==> src/rtl/mem_port_arbiter.sv <==
// Two-requester arbiter for a single synchronous-read memory bank port.
// Round-robin with a bounded lock; each access is one ACCESS cycle then one RESP cycle.
module mem_port_arbiter #(
  parameter int AW       = 11,
  parameter int DW       = 32,
  parameter int MAX_LOCK = 4
) (
  input  logic          clk,
  input  logic          reset,
  input  logic          req0,
  input  logic          lock0,
  input  logic [AW-1:0] addr0,
  input  logic [3:0]    be0,
  input  logic [DW-1:0] wdata0,
  input  logic          req1,
  input  logic          lock1,
  input  logic [AW-1:0] addr1,
  input  logic [3:0]    be1,
  input  logic [DW-1:0] wdata1,
  output logic          mem_en,
  output logic [3:0]    mem_we,
  output logic [AW-1:0] mem_addr,
  output logic [DW-1:0] mem_wdata,
  input  logic [DW-1:0] mem_rdata,
  output logic          ack0,
  output logic          ack1,
  output logic [DW-1:0] rdata0,
  output logic [DW-1:0] rdata1,
  output logic [1:0]    grant,
  output logic          cpu_stall,
  output logic          busy,
  output logic [1:0]    dbg_state
);

  // Handshake: a requester raises req with stable inputs and holds them until its
  // one-cycle ack; rdataN is valid from that ack until the next ack to the same side.
  typedef enum logic [1:0] {S_IDLE = 2'd0, S_ACCESS = 2'd1, S_RESP = 2'd2} state_t;

  localparam logic [3:0] MAX_LOCK_C = 4'(MAX_LOCK);

  state_t        state_q, state_d;
  logic [1:0]    grant_q, grant_d;
  logic [1:0]    ack_q, ack_d;
  logic [DW-1:0] rdata0_q, rdata0_d;
  logic [DW-1:0] rdata1_q, rdata1_d;
  logic          rr_q, rr_d;
  logic [3:0]    lock_cnt_q, lock_cnt_d;

  logic          cand0, cand1;
  logic          win;
  logic [3:0]    arb_cnt;
  logic          acked;

  // In RESP the requester just served only competes again if it asked to lock.
  always_comb begin
    cand0   = 1'b0;
    cand1   = 1'b0;
    win     = 1'b0;
    arb_cnt = 4'd0;
    acked   = grant_q[1];
    if (state_q == S_IDLE) begin
      cand0 = req0;
      cand1 = req1;
    end else if (state_q == S_RESP) begin
      cand0 = req0 & (~grant_q[0] | lock0);
      cand1 = req1 & (~grant_q[1] | lock1);
    end
    if (cand0 && cand1) begin
      if (state_q == S_RESP) begin
        if (lock_cnt_q < MAX_LOCK_C) begin
          win     = acked;
          arb_cnt = 4'(lock_cnt_q + 4'd1);
        end else begin
          win     = ~acked;
          arb_cnt = 4'd0;
        end
      end else begin
        win = rr_q;
      end
    end else begin
      win = cand1;
    end
  end

  always_comb begin
    state_d    = state_q;
    grant_d    = grant_q;
    ack_d      = 2'b00;
    rdata0_d   = rdata0_q;
    rdata1_d   = rdata1_q;
    rr_d       = rr_q;
    lock_cnt_d = lock_cnt_q;
    case (state_q)
      S_IDLE, S_RESP: begin
        if (cand0 || cand1) begin
          state_d    = S_ACCESS;
          grant_d    = win ? 2'b10 : 2'b01;
          rr_d       = ~win;
          lock_cnt_d = arb_cnt;
        end else begin
          state_d    = S_IDLE;
          grant_d    = 2'b00;
          lock_cnt_d = 4'd0;
        end
      end
      S_ACCESS: begin
        state_d = S_RESP;
        ack_d   = grant_q;
        if (grant_q[0]) rdata0_d = mem_rdata;
        if (grant_q[1]) rdata1_d = mem_rdata;
      end
      default: begin
        state_d = S_IDLE;
        grant_d = 2'b00;
      end
    endcase
  end

  always_ff @(posedge clk) begin
    if (!reset) begin
      state_q    <= S_IDLE;
      grant_q    <= 2'b00;
      ack_q      <= 2'b00;
      rdata0_q   <= '0;
      rdata1_q   <= '0;
      rr_q       <= 1'b0;
      lock_cnt_q <= 4'd0;
    end else begin
      state_q    <= state_d;
      grant_q    <= grant_d;
      ack_q      <= ack_d;
      rdata0_q   <= rdata0_d;
      rdata1_q   <= rdata1_d;
      rr_q       <= rr_d;
      lock_cnt_q <= lock_cnt_d;
    end
  end

  assign mem_en    = (state_q == S_ACCESS);
  assign mem_addr  = grant_q[1] ? addr1 : addr0;
  assign mem_wdata = grant_q[1] ? wdata1 : wdata0;
  assign mem_we    = mem_en ? (grant_q[1] ? be1 : be0) : 4'b0000;
  assign ack0      = ack_q[0];
  assign ack1      = ack_q[1];
  assign rdata0    = rdata0_q;
  assign rdata1    = rdata1_q;
  assign grant     = grant_q;
  assign cpu_stall = req0 & ~ack_q[0];
  assign busy      = (state_q != S_IDLE);
  assign dbg_state = state_q;

endmodule

==> config.mk <==
export PLATFORM = sky130hd
export DESIGN_NAME = mem_port_arbiter
export DESIGN_NICKNAME = d
export VERILOG_FILES = /design/src/rtl/mem_port_arbiter.sv
export SDC_FILE = /design/constraint.sdc
export NUM_CORES = 1
export LEC_CHECK = 0
export ABC_AREA = 0
export CAP_MARGIN = 15
export CELL_PAD_IN_SITES_DETAIL_PLACEMENT = 1
export CELL_PAD_IN_SITES_GLOBAL_PLACEMENT = 2
export CORE_MARGIN = 5
export CORE_UTILIZATION = 20
export CTS_BUF_LIST = sky130_fd_sc_hd__clkbuf_4 sky130_fd_sc_hd__clkbuf_8
export DETAILED_ROUTE_END_ITERATION = 10
export PLACE_DENSITY = 0.92
export SYNTH_ARGS = -nofsm -noshare
export SYNTH_HDL_FRONTEND = slang
export SYNTH_SLANG_ARGS = --single-unit
export TNS_END_PERCENT = 1
==> constraint.sdc <==
create_clock -name clk -period 4.71 [get_ports clk]
set_input_delay 1.413 -clock clk [delete_from_list [all_inputs] [get_ports clk]]
set_output_delay 1.413 -clock clk [all_outputs]
set_load 0.02 [all_outputs]
# After elaboration in Yosys (flattened, before gate mapping)

Index checks and enable logic that the tools add are counted.

Word-level logic and storage cells: 49
Bits of input ports: 132
Bits in registers: 75

Add/sub/neg operators: 1
Reductions and logical operators: 9
Multiplexer cells: 20
Order comparisons: 1
Eq/ne operators: 2
Bitwise operators: 9

Operators with widths:

| operator            | count |
|---|---|
| $mux 32             | 1 |
| $mux 4              | 6 |
| $mux 11             | 1 |
| $mux 1              | 8 |
| $pmux 2 s2          | 2 |
| $reduce_and 2->1    | 4 |
| $add 4x1->4 const B | 1 |
| $lt 4x3->1 const B  | 1 |
| $mux 2              | 2 |
| $not 1->1           | 4 |
| $and 1x1->1         | 3 |
| $eq 2x1->1 const B  | 1 |
| $eq 2x2->1 const B  | 1 |
| $logic_not 2->1     | 1 |
| $or 1x1->1          | 2 |
| $reduce_bool 2->1   | 1 |
| $reduce_or 2->1     | 1 |
| $logic_and 1x1->1   | 1 |
| $logic_or 1x1->1    | 1 |

# Logic depth before layout (Yosys ltp)

Gate-level depths: netlist of the first run.

Depth in word-level cells: 10
Mapped depth: 7
Gate-level depth less buffers: 5

# Worst setup path after synthesis of the first run

Ideal clock, no wire load.

Kind: input port to output port
Start point: in be1[0]
End point: out mem_we[0]
Buffers on the path: 0
Slack: 1.546 ns
Data required time: 3.297 ns
Arrival: 1.751 ns
Cell stages on the path: 2
Cell sequence: mux2i_1 -> nor2_1

Word-level cells in the longest chain between the ends: 2

RTL lines:

| item                 | line | source |
|---|---|---|
| start, declared      | 18   | `input logic [3:0] be1,` |
| $mux 4 (2 in series) | 142  | `assign mem_we = mem_en ? (grant_q[1] ? be1 : be0) : 4'b0000;` |
| end, declared        | 21   | `output logic [3:0] mem_we,` |

Every way passes these cells.

# Worst setup path in the final report of the first run

Start point: in req0
End point: out cpu_stall

Word-level cells in the longest chain between the ends: 1

RTL lines:

| item            | line | source |
|---|---|---|
| start, declared | 10   | `input logic req0,` |
| $and 1x1->1     | 148  | `assign cpu_stall = req0 & ~ack_q[0];` |
| end, declared   | 30   | `output logic cpu_stall,` |

Every way passes these cells.

==> out/summary.txt, run 1 <==
Hold slack - 455 ps
Combinational family with the most area after synthesis - simple AND/OR/NAND/NOR gates
Highest fanout seen on the critical path - 3
Synthesized area - 0.00346 mm2
Setup violations, final - 0
Dpl cell area - 0.00610 mm2
RSZ-0062 raised after global routing - no
Htree depth - 3
Synth unique cells - 31
Cts hold-fix bufs - 0
Crit path launch type - input pin
CTS Buffer Depth - 2
Num CTS Buffers - 9
Syn. warnings - 0
Share of cells above drive strength 1 - 11.4%
DP HPWL - 11.4 mm
F_max - 244 MHz
Total setup buffers inserted after CTS - 0
Initial antenna violation count - 0
Worst skew pair latency - 350 ps
Req. time, crit path - 3300 ps
Syn avg cell area - 8.93 um2
Seq cells post-synth - 75
Routability Congestion - 0.789
Fin worst setup slack - 613 ps
Cell Pwr Density - 253 mW/mm2
Worst path max stage delay - 620 ps
Row cnt - 48
Leak - 2.20 nW
Post-synthesis simple-gate area fraction - 19.2%
DRT Wirelength - 14.6 mm
Clock root buffer - clkbuf_8
Initial DRC Count - 81
Fin Setup TNS - 0 ps
CTS resizes - 0
Sequential element share of the synthesized area - 43.4%
Finished Core Util - 37.0%
Slowest cell on crit path - clkdlybuf4s50_1
Largest net degree at the start of global routing - 76
Endpoints failing hold - 0
Total global routing overflow - 0
Hold WC Path Type - register to register
Total track usage - 14.2%
Vias in the first global route - 4111
Die Y - 141 um
Initial Util - 20.2%
EDFF count, synth - 0
Crit. End Element - primary output
Cell mode on critical path - clkdlybuf4s50_1
Mux contribution to synthesized area - 15.2%
Prevailing post-synth register cell - dfxtp_1
Most numerous cell in the Yosys netlist - nand2_1
P&R area growth vs syn - 83.1%
Placed insts - 840
Setup CP Type - input pin to primary output
XOR/XNOR share of the synthesized area - 0%
Syn nets - 520
Final ANT Viol Nets - 0
CTS tree - built
Period utilization - 87.0%
Die area - 0.0200 mm2
Clk_skew - 10.6 ps
Maximum vdd drop - 0.000159 V
Synth Area in Compound Gates - 16.4%
First-pass GRT wire length - 22.4 mm
Post-synth top cells - 134 x nand2_1, 75 x dfxtp_1, 60 x a21boi_1
Inserted Diodes - 0
Worst slew pin tran - 897 ps
Max Slew Vio Count - 0
Horiz. Die Dim - 141 um
Max transition margin - 40.2%
Vias post-DR - 3647
Initial DRT Pass Iterations - 4
Async set-reset flop share out of synthesis - 0%
Final min period - 4100 ps
Placeable Area - 0.0171 mm2
Post-synthesis cell count - 387
Area share of the largest cell type after synthesis - 43.4%
WL/cell - 17.0 um
Residual DRC - 0
Clk sink count - 75
Number of I/O port buffers - 251
Synth top area cells - dfxtp_1 43%, nand2_1 15%, mux2_2 14%
Worst path arrival time - 2680 ps
Dominant cell type by area after synthesis - dfxtp_1
Crit-path cells - clkdlybuf4s50_1 -> nor2b_1 -> clkdlybuf4s50_1
Non-Filler Instances - 857
Adder-cell share of the synthesized area - 0.362%
Worst-path clk slew - 90 ps
Max cap viols - 0
Nets - 760
Vias/cell - 4.26
Pre-CTS WS - 612 ps
I/O Pins - 252
Power Total - 1.60 mW
Status - finished clean
Finished Cell Area - 0.00633 mm2
layer usage:
| metal | vias up | part of all wire (%) | track usage, % | routed length [um] |
|---|---|---|---|---|
| li1 | 1769 | - | - | - |
| met1 | 1724 | 37 | 14.5 | 5450 |
| met2 | 137 | 54 | 27.2 | 7820 |
| met3 | 17 | 7.1 | 4.75 | 1040 |
| met4 | 0 | 1.8 | 4.29 | 265 |
| met5 | - | 0 | 0 | 0 |
cell families after synthesis:
family | after synthesis
buffers and inverters | 29
adders and majority gates | 1
AOI/OAI and AO/OA | 75
and+or+nand+nor | 160
muxes | 47
DFF | 75
where the power goes:
part / leakage (nW) / switching [mW] / internal, mW / total [mW]
clock network: 0.103 / 0.255 / 0.267 / 0.522
registers: 0.607 / 0.0209 / 0.650 / 0.671
logic: 1.49 / 0.166 / 0.241 / 0.407
final timing paths:
path         slack (ps)                 endpoint  cells after the start              startpoint
max reg2reg        2550  rdata1[16]$_SDFFE_PN0P_                      4   grant[1]$_SDFFE_PN0N_
min                 450   rdata0[4]$_SDFFE_PN0P_                      2  rdata0[4]$_SDFFE_PN0P_
min reg2reg         450   rdata0[4]$_SDFFE_PN0P_                      2  rdata0[4]$_SDFFE_PN0P_
max                 610                cpu_stall                      3                    req0
critical path, delay by kind of cell:
kind                   cells  cell delay (ps)
buffers and inverters      2             1130
and+or+nand+nor            1              150
cell type report:
cell class                 instances  area [um2]
timing repair buffer             257        2560
sequential                        75        1500
clock inverter                     5        60.1
inverter                           1        3.75
fill                            1965       10800
tap                              225         282
clock buffer                      11         145
multi-input combinational        283        1770
placed cells by master (no fill, tap or decap), types with 2 or more instances in the layout:
cell type        netlist  final
nor2b_1                4      4
dfxtp_1               75     74
buf_4                  1      5
nand2_1              134    134
clkdlybuf4s50_1        0    250
nand2b_1               2      2
a21boi_0               7      7
a21boi_1              60     60
nor2_1                 5      5
o21ai_0                2      2
clkbuf_8               0     10
and3_1                 3      3
nand3b_1               2      2
nand4_1                2      2
mux2i_1                4      4
mux2_2                43     43
and2_1                 3      3
registers in the layout, summed over array words and instances, names as in the netlist:
signal,flops
dbg_state,2
grant,2
lock_cnt_q,4
rdata0,32
rr_q,1
ack_q,2
rdata1,32
(Power assumes the default switching activity.)
==> run 2, diff against run 1 <==
--- a/config.mk
+++ b/config.mk
@@ -16,2 +16,3 @@
 export PLACE_DENSITY = 0.92
+export SKIP_CTS_REPAIR_TIMING = 1
 export SYNTH_ARGS = -nofsm -noshare
==> constraint.sdc (replaced) <==
create_clock -name clk -period 4.71 [get_ports clk]
set_input_delay 0.471 -clock clk [delete_from_list [all_inputs] [get_ports clk]]
set_output_delay 0.471 -clock clk [all_outputs]
set_load 0.02 [all_outputs]
==> run 2 against run 1 <==
Effect of this change: power is 1.6% lower; utilization hardly changed; routed wire length is 0.21% lower; non-clock buffer count stayed put; combinational power is 2% higher.
==> out/summary.txt, run 2 (synthesized netlist as in run 1, its figures left out) <==
Vias/cell - 4.33
Inserted Diodes - 0
Crit. End Element - primary output
Worst path max stage delay - 610 ps
Share of cells above drive strength 1 - 11.0%
Critical path depth - 3
Vias in the first global route - 4181
Hold WC Path Type - register to register
Commonest non-fill, non-tap cell in the layout - clkdlybuf4s50_1
Nets - 760
Worst slew pin tran - 783 ps
Initial antenna violation count - 0
Fin Setup TNS - 0 ps
Row cnt - 48
Leak - 2.19 nW
Max cap viols - 0
Setup violations, final - 0
Total track usage - 14.5%
Crit path launch type - register
Period utilization - 56.1%
Endpoints failing hold - 0
Clk_skew - 5.37 ps
CP Buf/Inv Count - 2
Number of I/O port buffers - 251
WL/cell - 17.0 um
Max Slew Vio Count - 0
Commonest cells after routing, fill and taps aside - 250 x clkdlybuf4s50_1, 134 x nand2_1, 74 x dfxtp_1
Vias post-DR - 3698
CP delay by family, top - buffers and inverters
F_max - 378 MHz
Max transition margin - 47.8%
Residual DRC - 0
Initial DRC Count - 131
DRT Wirelength - 14.6 mm
Routability Congestion - 0.843
Largest net degree at the start of global routing - 76
Clock root buffer - clkbuf_8
Worst-path clk slew - 70 ps
Worst path arrival time - 2170 ps
Worst r2r path cells - 6
Initial Util - 20.2%
Req. time, crit path - 4240 ps
I/O Pins - 252
Crit-path cells - buf_12 -> mux2_2 -> clkdlybuf4s50_1
Die area - 0.0200 mm2
Highest fanout seen on the critical path - 36
Maximum vdd drop - 0.000117 V
Cell Pwr Density - 249 mW/mm2
Die Y - 141 um
Initial DRT Pass Iterations - 5
Worst skew pair latency - 350 ps
DP HPWL - 11.4 mm
Slowest cell on crit path - dfxtp_2
Status - finished clean
Htree depth - 3
Final min period - 2640 ps
Placeable Area - 0.0171 mm2
First-pass GRT wire length - 22.9 mm
Horiz. Die Dim - 141 um
Fin worst setup slack - 2070 ps
Total global routing overflow - 0
Num CTS Buffers - 9
CTS Buffer Depth - 2
CTS tree - built
Setup CP Type - register to primary output
RSZ-0062 raised after global routing - no
Pre-CTS WS - 2090 ps
Hold path cells - 2
Final ANT Viol Nets - 0
P&R area growth vs syn - 82.9%
Clk sink count - 75
run 2: worst paths after layout:
kind                           start                       to  slack, ps
min          rdata0[27]$_SDFFE_PN0P_  rdata0[27]$_SDFFE_PN0P_        460
max reg2reg  dbg_state[0]$_SDFF_PN0_  rdata0[14]$_SDFFE_PN0P_       2520
max            grant[1]$_SDFFE_PN0N_             mem_addr[10]       2070
min reg2reg  rdata0[27]$_SDFFE_PN0P_  rdata0[27]$_SDFFE_PN0P_        460
run 2: final cells by class:
class                      instances  area [um2]
fill                            1977       10800
timing repair buffer             257        2580
multi-input combinational        283        1770
sequential                        75        1500
tap                              225         282
clock buffer                      11         151
clock inverter                     2        37.5
inverter                           1        3.75
run 2: worst register-to-register path, cell delays in order, from the launching register on:
cell and delay, ps:
dfxtp_1 560, nand2b_4 130, inv_2 160, and2_1 660, buf_4 370, nand2_1 90
a21boi_1 140
run 2: per-layer routing:
metal,global-route usage [%],vias up,routed length [um]
met5,0,-,0
met4,4.75,0,334
met3,4.82,24,997
met2,27.5,144,7750
met1,14.9,1763,5470
li1,-,1767,-
run 2: report_power, final:
group          internal (mW)  switching [mW]
clock network          0.265           0.229
logic                  0.243           0.172
registers              0.650          0.0160
run 2: per-stage QoR:
step	std cells	utilization [%]	hold WS, ps	instance area (um2)	power, mW
2_1_floorplan	387	-	445	3460	0.856
4_1_cts	852	36.7	463	6280	1.61
3_5_place_dp	839	35.6	449	6090	1.10
6_report	854	36.9	456	6320	1.57
3_3_place_gp	839	35.6	441	6090	1.09
5_1_grt	854	36.9	473	6320	1.66
